[config.mk]
export PLATFORM = sky130hd
export DESIGN_NAME = ram_arbiter
export DESIGN_NICKNAME = d
export VERILOG_FILES = /design/src/rtl/ram_arbiter.sv
export SDC_FILE = /design/constraint.sdc
export NUM_CORES = 1
export LEC_CHECK = 0
export BUFFER_PORTS_ARGS = -buffer_cell sky130_fd_sc_hd__buf_2
export CAP_MARGIN = 10
export CORE_MARGIN = 2
export CORE_UTILIZATION = 52
export DETAILED_ROUTE_END_ITERATION = 10
export HOLD_SLACK_MARGIN = 0.03
export PLACE_DENSITY = 0.92
export SYNTH_ARGS = -nofsm -noshare
export SYNTH_HDL_FRONTEND = slang
export SYNTH_SLANG_ARGS = --single-unit
[constraint.sdc]
create_clock -name clk -period 2.89 [get_ports clk]
set_input_delay 0.289 -clock clk [delete_from_list [all_inputs] [get_ports clk]]
set_output_delay 0.289 -clock clk [all_outputs]
set_load 0.01 [all_outputs]
[src/rtl/ram_arbiter.sv]
// Arbitrates a single-port data RAM between the CPU memory path and the UART
// bootloader: one transaction at a time, CPU first, loader starvation bounded.
module ram_arbiter #(
  parameter int ADDR_W     = 8,
  parameter int DATA_W     = 8,
  parameter int RD_LAT     = 1,
  parameter int STARVE_MAX = 4
) (
  input  logic              clk,
  input  logic              reset,
  input  logic              cpu_req,
  input  logic              cpu_we,
  input  logic [ADDR_W-1:0] cpu_addr,
  input  logic [DATA_W-1:0] cpu_wdata,
  output logic [DATA_W-1:0] cpu_rdata,
  output logic              cpu_done,
  output logic              cpu_busy,
  input  logic              ldr_req,
  input  logic              ldr_we,
  input  logic [ADDR_W-1:0] ldr_addr,
  input  logic [DATA_W-1:0] ldr_wdata,
  output logic [DATA_W-1:0] ldr_rdata,
  output logic              ldr_done,
  input  logic              ldr_lock,
  output logic              ram_en,
  output logic              ram_we,
  output logic [ADDR_W-1:0] ram_addr,
  output logic [DATA_W-1:0] ram_wdata,
  input  logic [DATA_W-1:0] ram_rdata,
  output logic [1:0]        owner
);

  typedef enum logic [1:0] {IDLE, WR, RD, RD_WAIT} state_t;

  localparam logic [1:0] OWN_NONE   = 2'b00;
  localparam logic [1:0] OWN_CPU    = 2'b01;
  localparam logic [1:0] OWN_LDR    = 2'b10;
  localparam logic [3:0] STARVE_LIM = 4'(STARVE_MAX);
  localparam logic [1:0] WAIT_INIT  = 2'(RD_LAT - 2);

  state_t            state, state_next;
  logic [3:0]        starve_cnt, starve_next;
  logic [1:0]        wait_cnt, wait_next;
  logic [1:0]        owner_next;
  logic              ram_en_next, ram_we_next;
  logic [ADDR_W-1:0] ram_addr_next;
  logic [DATA_W-1:0] ram_wdata_next;
  logic [DATA_W-1:0] cpu_rdata_next, ldr_rdata_next;
  logic              cpu_done_next, ldr_done_next;
  logic              cpu_elig, ldr_elig, ldr_win, cpu_win, rd_last;

  // Stall is combinational so the CU freezes in the very cycle a request appears.
  assign cpu_busy = reset & ((cpu_req & ~cpu_done) | ldr_lock);

  // A requester whose done is high this cycle is finishing, not asking again.
  assign cpu_elig = cpu_req & ~cpu_done & ~ldr_lock;
  assign ldr_elig = ldr_req & ~ldr_done;
  assign ldr_win  = ldr_elig & (~cpu_elig | (starve_cnt == STARVE_LIM));
  assign cpu_win  = cpu_elig & ~ldr_win;
  assign rd_last  = ((state == RD) && (RD_LAT == 1)) ||
                    ((state == RD_WAIT) && (wait_cnt == 2'd0));

  always_comb begin
    // NOTE: every signal gets a default before the case so no path leaves it unassigned (no latches).
    state_next     = state;
    starve_next    = starve_cnt;
    wait_next      = wait_cnt;
    owner_next     = owner;
    ram_en_next    = 1'b0;
    ram_we_next    = 1'b0;
    ram_addr_next  = ram_addr;
    ram_wdata_next = ram_wdata;
    cpu_rdata_next = cpu_rdata;
    ldr_rdata_next = ldr_rdata;
    cpu_done_next  = 1'b0;
    ldr_done_next  = 1'b0;

    case (state)
      IDLE: begin
        if (ldr_win) begin
          owner_next     = OWN_LDR;
          ram_en_next    = 1'b1;
          ram_we_next    = ldr_we;
          ram_addr_next  = ldr_addr;
          ram_wdata_next = ldr_wdata;
          ldr_done_next  = ldr_we;
          starve_next    = 4'd0;
          state_next     = ldr_we ? WR : RD;
        end else if (cpu_win) begin
          owner_next     = OWN_CPU;
          ram_en_next    = 1'b1;
          ram_we_next    = cpu_we;
          ram_addr_next  = cpu_addr;
          ram_wdata_next = cpu_wdata;
          cpu_done_next  = cpu_we;
          if (ldr_elig && (starve_cnt != STARVE_LIM)) starve_next = starve_cnt + 4'd1;
          state_next     = cpu_we ? WR : RD;
        end
      end
      WR: begin
        owner_next = OWN_NONE;
        state_next = IDLE;
      end
      RD: begin
        wait_next  = WAIT_INIT;
        state_next = RD_WAIT;
      end
      RD_WAIT: wait_next = wait_cnt - 2'd1;
      default: state_next = IDLE;
    endcase

    // Last read cycle: data is valid on ram_rdata now, so hand it to the owner.
    if (rd_last) begin
      owner_next = OWN_NONE;
      state_next = IDLE;
      if (owner == OWN_CPU) begin
        cpu_rdata_next = ram_rdata;
        cpu_done_next  = 1'b1;
      end else begin
        ldr_rdata_next = ram_rdata;
        ldr_done_next  = 1'b1;
      end
    end
  end

  // NOTE: all outputs sit in flops cleared by reset, so an in-flight access is dropped at once.
  always_ff @(posedge clk or negedge reset) begin
    if (!reset) begin
      state      <= IDLE;
      starve_cnt <= 4'd0;
      wait_cnt   <= 2'd0;
      owner      <= OWN_NONE;
      ram_en     <= 1'b0;
      ram_we     <= 1'b0;
      ram_addr   <= '0;
      ram_wdata  <= '0;
      cpu_rdata  <= '0;
      ldr_rdata  <= '0;
      cpu_done   <= 1'b0;
      ldr_done   <= 1'b0;
    end else begin
      // NOTE: non-blocking assignments so every flop samples pre-edge values.
      state      <= state_next;
      starve_cnt <= starve_next;
      wait_cnt   <= wait_next;
      owner      <= owner_next;
      ram_en     <= ram_en_next;
      ram_we     <= ram_we_next;
      ram_addr   <= ram_addr_next;
      ram_wdata  <= ram_wdata_next;
      cpu_rdata  <= cpu_rdata_next;
      ldr_rdata  <= ldr_rdata_next;
      cpu_done   <= cpu_done_next;
      ldr_done   <= ldr_done_next;
    end
  end

endmodule

Yosys cells after proc, flatten, opt, wreduce, memory -nomap -nowiden
Cells that the tools add are included.

Add/subtract/negate cells: 2. Equal/unequal tests: 7. Muxes and demuxes: 32. Bitwise logic cells: 14. Reductions and logical operators: 16.

Operator list (count): two-way mux 8 bit (4); two-way mux 2 bit (8); two-way mux 1 bit (14); two-way mux 4 bit (3); AND reduction 2 bit (5); one-hot mux 2 bit (2 select lines) (2); AND 1 bit (6); NOT 1 bit (6); one-hot mux 2 bit (3 select lines) (1); nonzero test 2 bit (3); adder 4 x 1 -> 4 bit, second input constant (1); == test 2 x 1 -> 1 bit, second input constant (2); == test 2 bit, second input constant (2); == test 4 x 3 -> 1 bit, second input constant (1); zero test 2 bit (2); != test 4 x 3 -> 1 bit, second input constant (1); != test 4 bit, second input constant (1); nonzero test 4 bit (1); AND reduction 3 bit (1); nonzero test 3 bit (1); logical AND 1 bit (2); bitwise OR 1 bit (2); subtractor 2 x 1 -> 2 bit, second input constant (1); logical OR 1 bit (1).

Register bits after elaboration: 46. Input bits: 47. Output and inout bits: 39. Word-level logic and storage cells: 83.

Depth between registers and ports, before layout
Depth after elaboration: 13. Gate-level depth with buffers: 8. Gate-level depth less buffers: 6.

Least setup slack after synthesis
No wires, ideal clock.

Path kind: flip-flop to flip-flop. Start point: register state[0]. End point: register state[0]. Arrival time: 1.675 ns. Data required time: 2.769 ns. Path slack: 1.094 ns. Cell stages (with the launch flop): 8. Path buffers: 1. Clock period less this slack: 1.796 ns. Cells stage by stage: dfrtp_1 inv_1 ha_1 clkbuf_1 and2b_1 a2111oi_4 nor3_1 a22o_1.

Cells in the longest elaborated chain, start to end: 5.

Ends and longest elaborated chain: from (decl) (line 41) `state_t state, state_next;`; from (signal assigned) (line 143) `state <= state_next;`; == test 2 bit (line 61) `((state == RD_WAIT) && (wait_cnt == 2'd0));`; logical AND 1 bit (line 61); logical OR 1 bit (line 60) `assign rd_last = ((state == RD) && (RD_LAT == 1)) ||`; != test 4 bit (no source line) or nonzero test 4 bit (tied branches); AND reduction 2 bit (no source line).

Several ways; a longest one is shown, not always the timed one. A chain may end at the register's enable or synchronous reset.

Worst setup path in the final report
Start point: register state[0]. End point: register ldr_rdata[5].

Cells in the longest elaborated chain, start to end: 4.

Ends and longest elaborated chain: == test 2 bit (line 61); logical AND 1 bit (line 61); logical OR 1 bit (*) (line 60); AND reduction 2 bit (no source line) (*); to (signal assigned) (line 152) `ldr_rdata <= ldr_rdata_next;`; to (decl) (line 22) `output logic [DATA_W-1:0] ldr_rdata,`.

Every way passes the cells marked *; elsewhere a longest branch is shown, timed or not.

==> results_dict.tcl <==
set metrics [dict create \
    die_w_um 68.28 \
    diodes 0 \
    root_buffer "clkbuf_8" \
    ys_ff_latch 46 \
    power_density_nw_per_um2 994.8 \
    cts_hold_buf 0 \
    post-place-ws_ns 0.9307 \
    final_cell_mix "85 x buf_2, 46 x dfrtp_1, 23 x nand2_1" \
    grt_pass1_vias 1589 \
    synth_flop_cell "dfrtp_1" \
    drt-initial-drc-count 27 \
    status "finished, final reports clean" \
    cts_resized 0 \
    wl_met2_um 2299 \
    vias_per_cell 5.263 \
    cts_buffers 5 \
    core_area_um2 4000 \
    postLayoutCellArea_um2 2730 \
    nNetsFinal 323 \
    critPathArrivalTime_ns 2.17 \
    detail_route.wl_per_cell_um 14.49 \
    drc_errors 0 \
    worstPathRequired_ns 3.07 \
    grt_overflow 0 \
    dp.cells 312 \
    die_h_um 68.28 \
    maxSlewViolCount 0 \
    irDropWorstVdd_mv 0.6736 \
    vias 1684 \
    start_util_pct 53.71 \
    hpwl_um 3437 \
    synth_fp_nets 235 \
    grt_pass1_wl_um 7238 \
    antenna_left 0 \
    row_count 23 \
    first_pass_iters 4 \
    critPathKind "flip-flop to flip-flop" \
    synth_top_area_share_pct 53.58 \
    cts_setup_buffers 0 \
    ios 86 \
    layout_commonest_cell "buf_2" \
    drive_gt1_share_pct 38.15 \
    clk_pin_slew_ns 0.08 \
    seq_area_frac_synth_pct 53.58 \
    cts_buffer_depth 2 \
    globalplace.congestion 0.8590 \
    crit_path_end_kind "flip-flop" \
    clock_latency_ns 0.30 \
    ys_async_sr_fraction_pct 100.0 \
    synthTopCellsByArea "dfrtp_1 54%, mux2_1 8.4%, mux2i_1 7.5%" \
    fin_crit_sh_pct 68.69 \
    grt_use_total_pct 21.27 \
    place_area_um2 2620 \
    maxCapViolations 0 \
    areaGrowthSynthToFinish_pct 27.08 \
    drt-met1-wl_um 1971 \
    fin_skew_ns 0.003901 \
    nFillCells 303 \
    wirelength_um 4638 \
    cts_tree "built" \
    antenna_found_initial 0 \
    synth_edf_count 0 \
    syn-instance-count 181 \
    leakage_uw 0.001460 \
    critPathMaxFanout 9 \
    fin_tns_setup_ns 0 \
    cts.sinks 46 \
    synth_cell_types 36 \
    layout_min_cycle_time_ns 1.985 \
    rsz0062_at_grt "false" \
    port_buffers 85 \
    yosys.area.top_type "dfrtp_1" \
    met3_length_um 299 \
    avgSynthCellArea_um2 11.87 \
    htreeDepth 2 \
    hp-class "input pin to async pin" \
    worst_pin_slew_ns 0.5708 \
    fin_cells 320 \
    fin_ws_ns 0.9049 \
    timing.fmax_mhz 503.8 \
    setup_violations 0 \
    relSlewSlack_pct 61.94 \
    crit_path_start_kind "flip-flop" \
    ys.warnings.count 0 \
    syn-cell-area_um2 2148 \
    grt_max_degree 47 \
    routed.top_layer "met4" \
    die-area_um2 4661 \
    hold_violations 0 \
]
[sequential cells by signal (all words and copies together) (netlist names)]
register,flops
wait_cnt,2
ldr_rdata,8
owner,2
ram_addr,8
ldr_done,1
cpu_done,1
ram_we,1
cpu_rdata,8
ram_en,1
state,2
ram_wdata,8
starve_cnt,4
[synthesized netlist by cell type (2+ instances only)]
cell type and number:
o41ai_1 2, nor3_1 4, inv_1 8, mux2i_1 16, o21ai_0 3, a21oi_1 2
nor3b_1 2, dfrtp_1 46, clkbuf_1 4, ha_1 7, mux2_1 16, nand3_1 3
nor2b_1 3, buf_6 2, and3b_1 2, nand2_1 23, o21ai_1 19
[layout make-up]
class	instances	area, um2	area share (%)
timing repair buffer	88	447.9	16.41
clock inverter	2	37.54	1.375
sequential	46	1151	42.16
clock buffer	6	72.57	2.658
multi-input combinational	120	928.4	34.01
tap	50	62.56	2.291
inverter	8	30.03	1.100
[cell families after synthesis]
| family | count (synthesis) | synth area share [%] |
|---|---|---|
| compound gates | 38 | 12.76 |
| fa+ha+maj | 7 | 4.077 |
| buf+inv | 15 | 3.378 |
| flops | 46 | 53.58 |
| mux | 33 | 16.54 |
| simple gates | 42 | 9.668 |
[critical path: stages, from the launching register on]
cell      delay (ns)
dfrtp_1         0.42
inv_1           0.10
ha_1            0.19
a21o_1          0.27
a21boi_2        0.50
mux2_1          0.38
[metal layers]
layer  vias up  global-route usage, %
li1        811                      -
met1       814                  27.16
met2        52                  35.07
met3         7                  5.428
met4         0                  7.500
met5         -                      0
[power by group]
part	internal, uW	switching, uW
combinational	515	643
sequential	930	157
clock	258	213
total	1700	1010
[metrics by stage]
stage / utilization, % / total power (uW) / hold WS [ns]
floorplan: - / 1817 / -0.006591
global placement: 65.50 / 2198 / 0.4293
detailed placement: 65.50 / 2260 / 0.4385
CTS: 68.25 / 2737 / 0.1111
global route: 68.25 / 2912 / 0.1469
finish: 68.25 / 2716 / 0.08084
[path summary, 6_finish.rpt]
check | endpoint | cells past startpoint | slack (ns) | from
setup / recovery | ldr_rdata[5] | 5 | 0.90 | state[0]
hold / removal | state[0] | 2 | 0.08 | reset
setup reg to reg | ldr_rdata[5] | 5 | 0.90 | state[0]
hold reg to reg | ram_addr[5] | 2 | 0.48 | ram_addr[5]
max in group asynchronous | ram_wdata[2] | 2 | 2.41 | reset
min in group clk | cpu_rdata[6] | 2 | 0.22 | ram_rdata[6]
(Power assumes the default switching activity.)
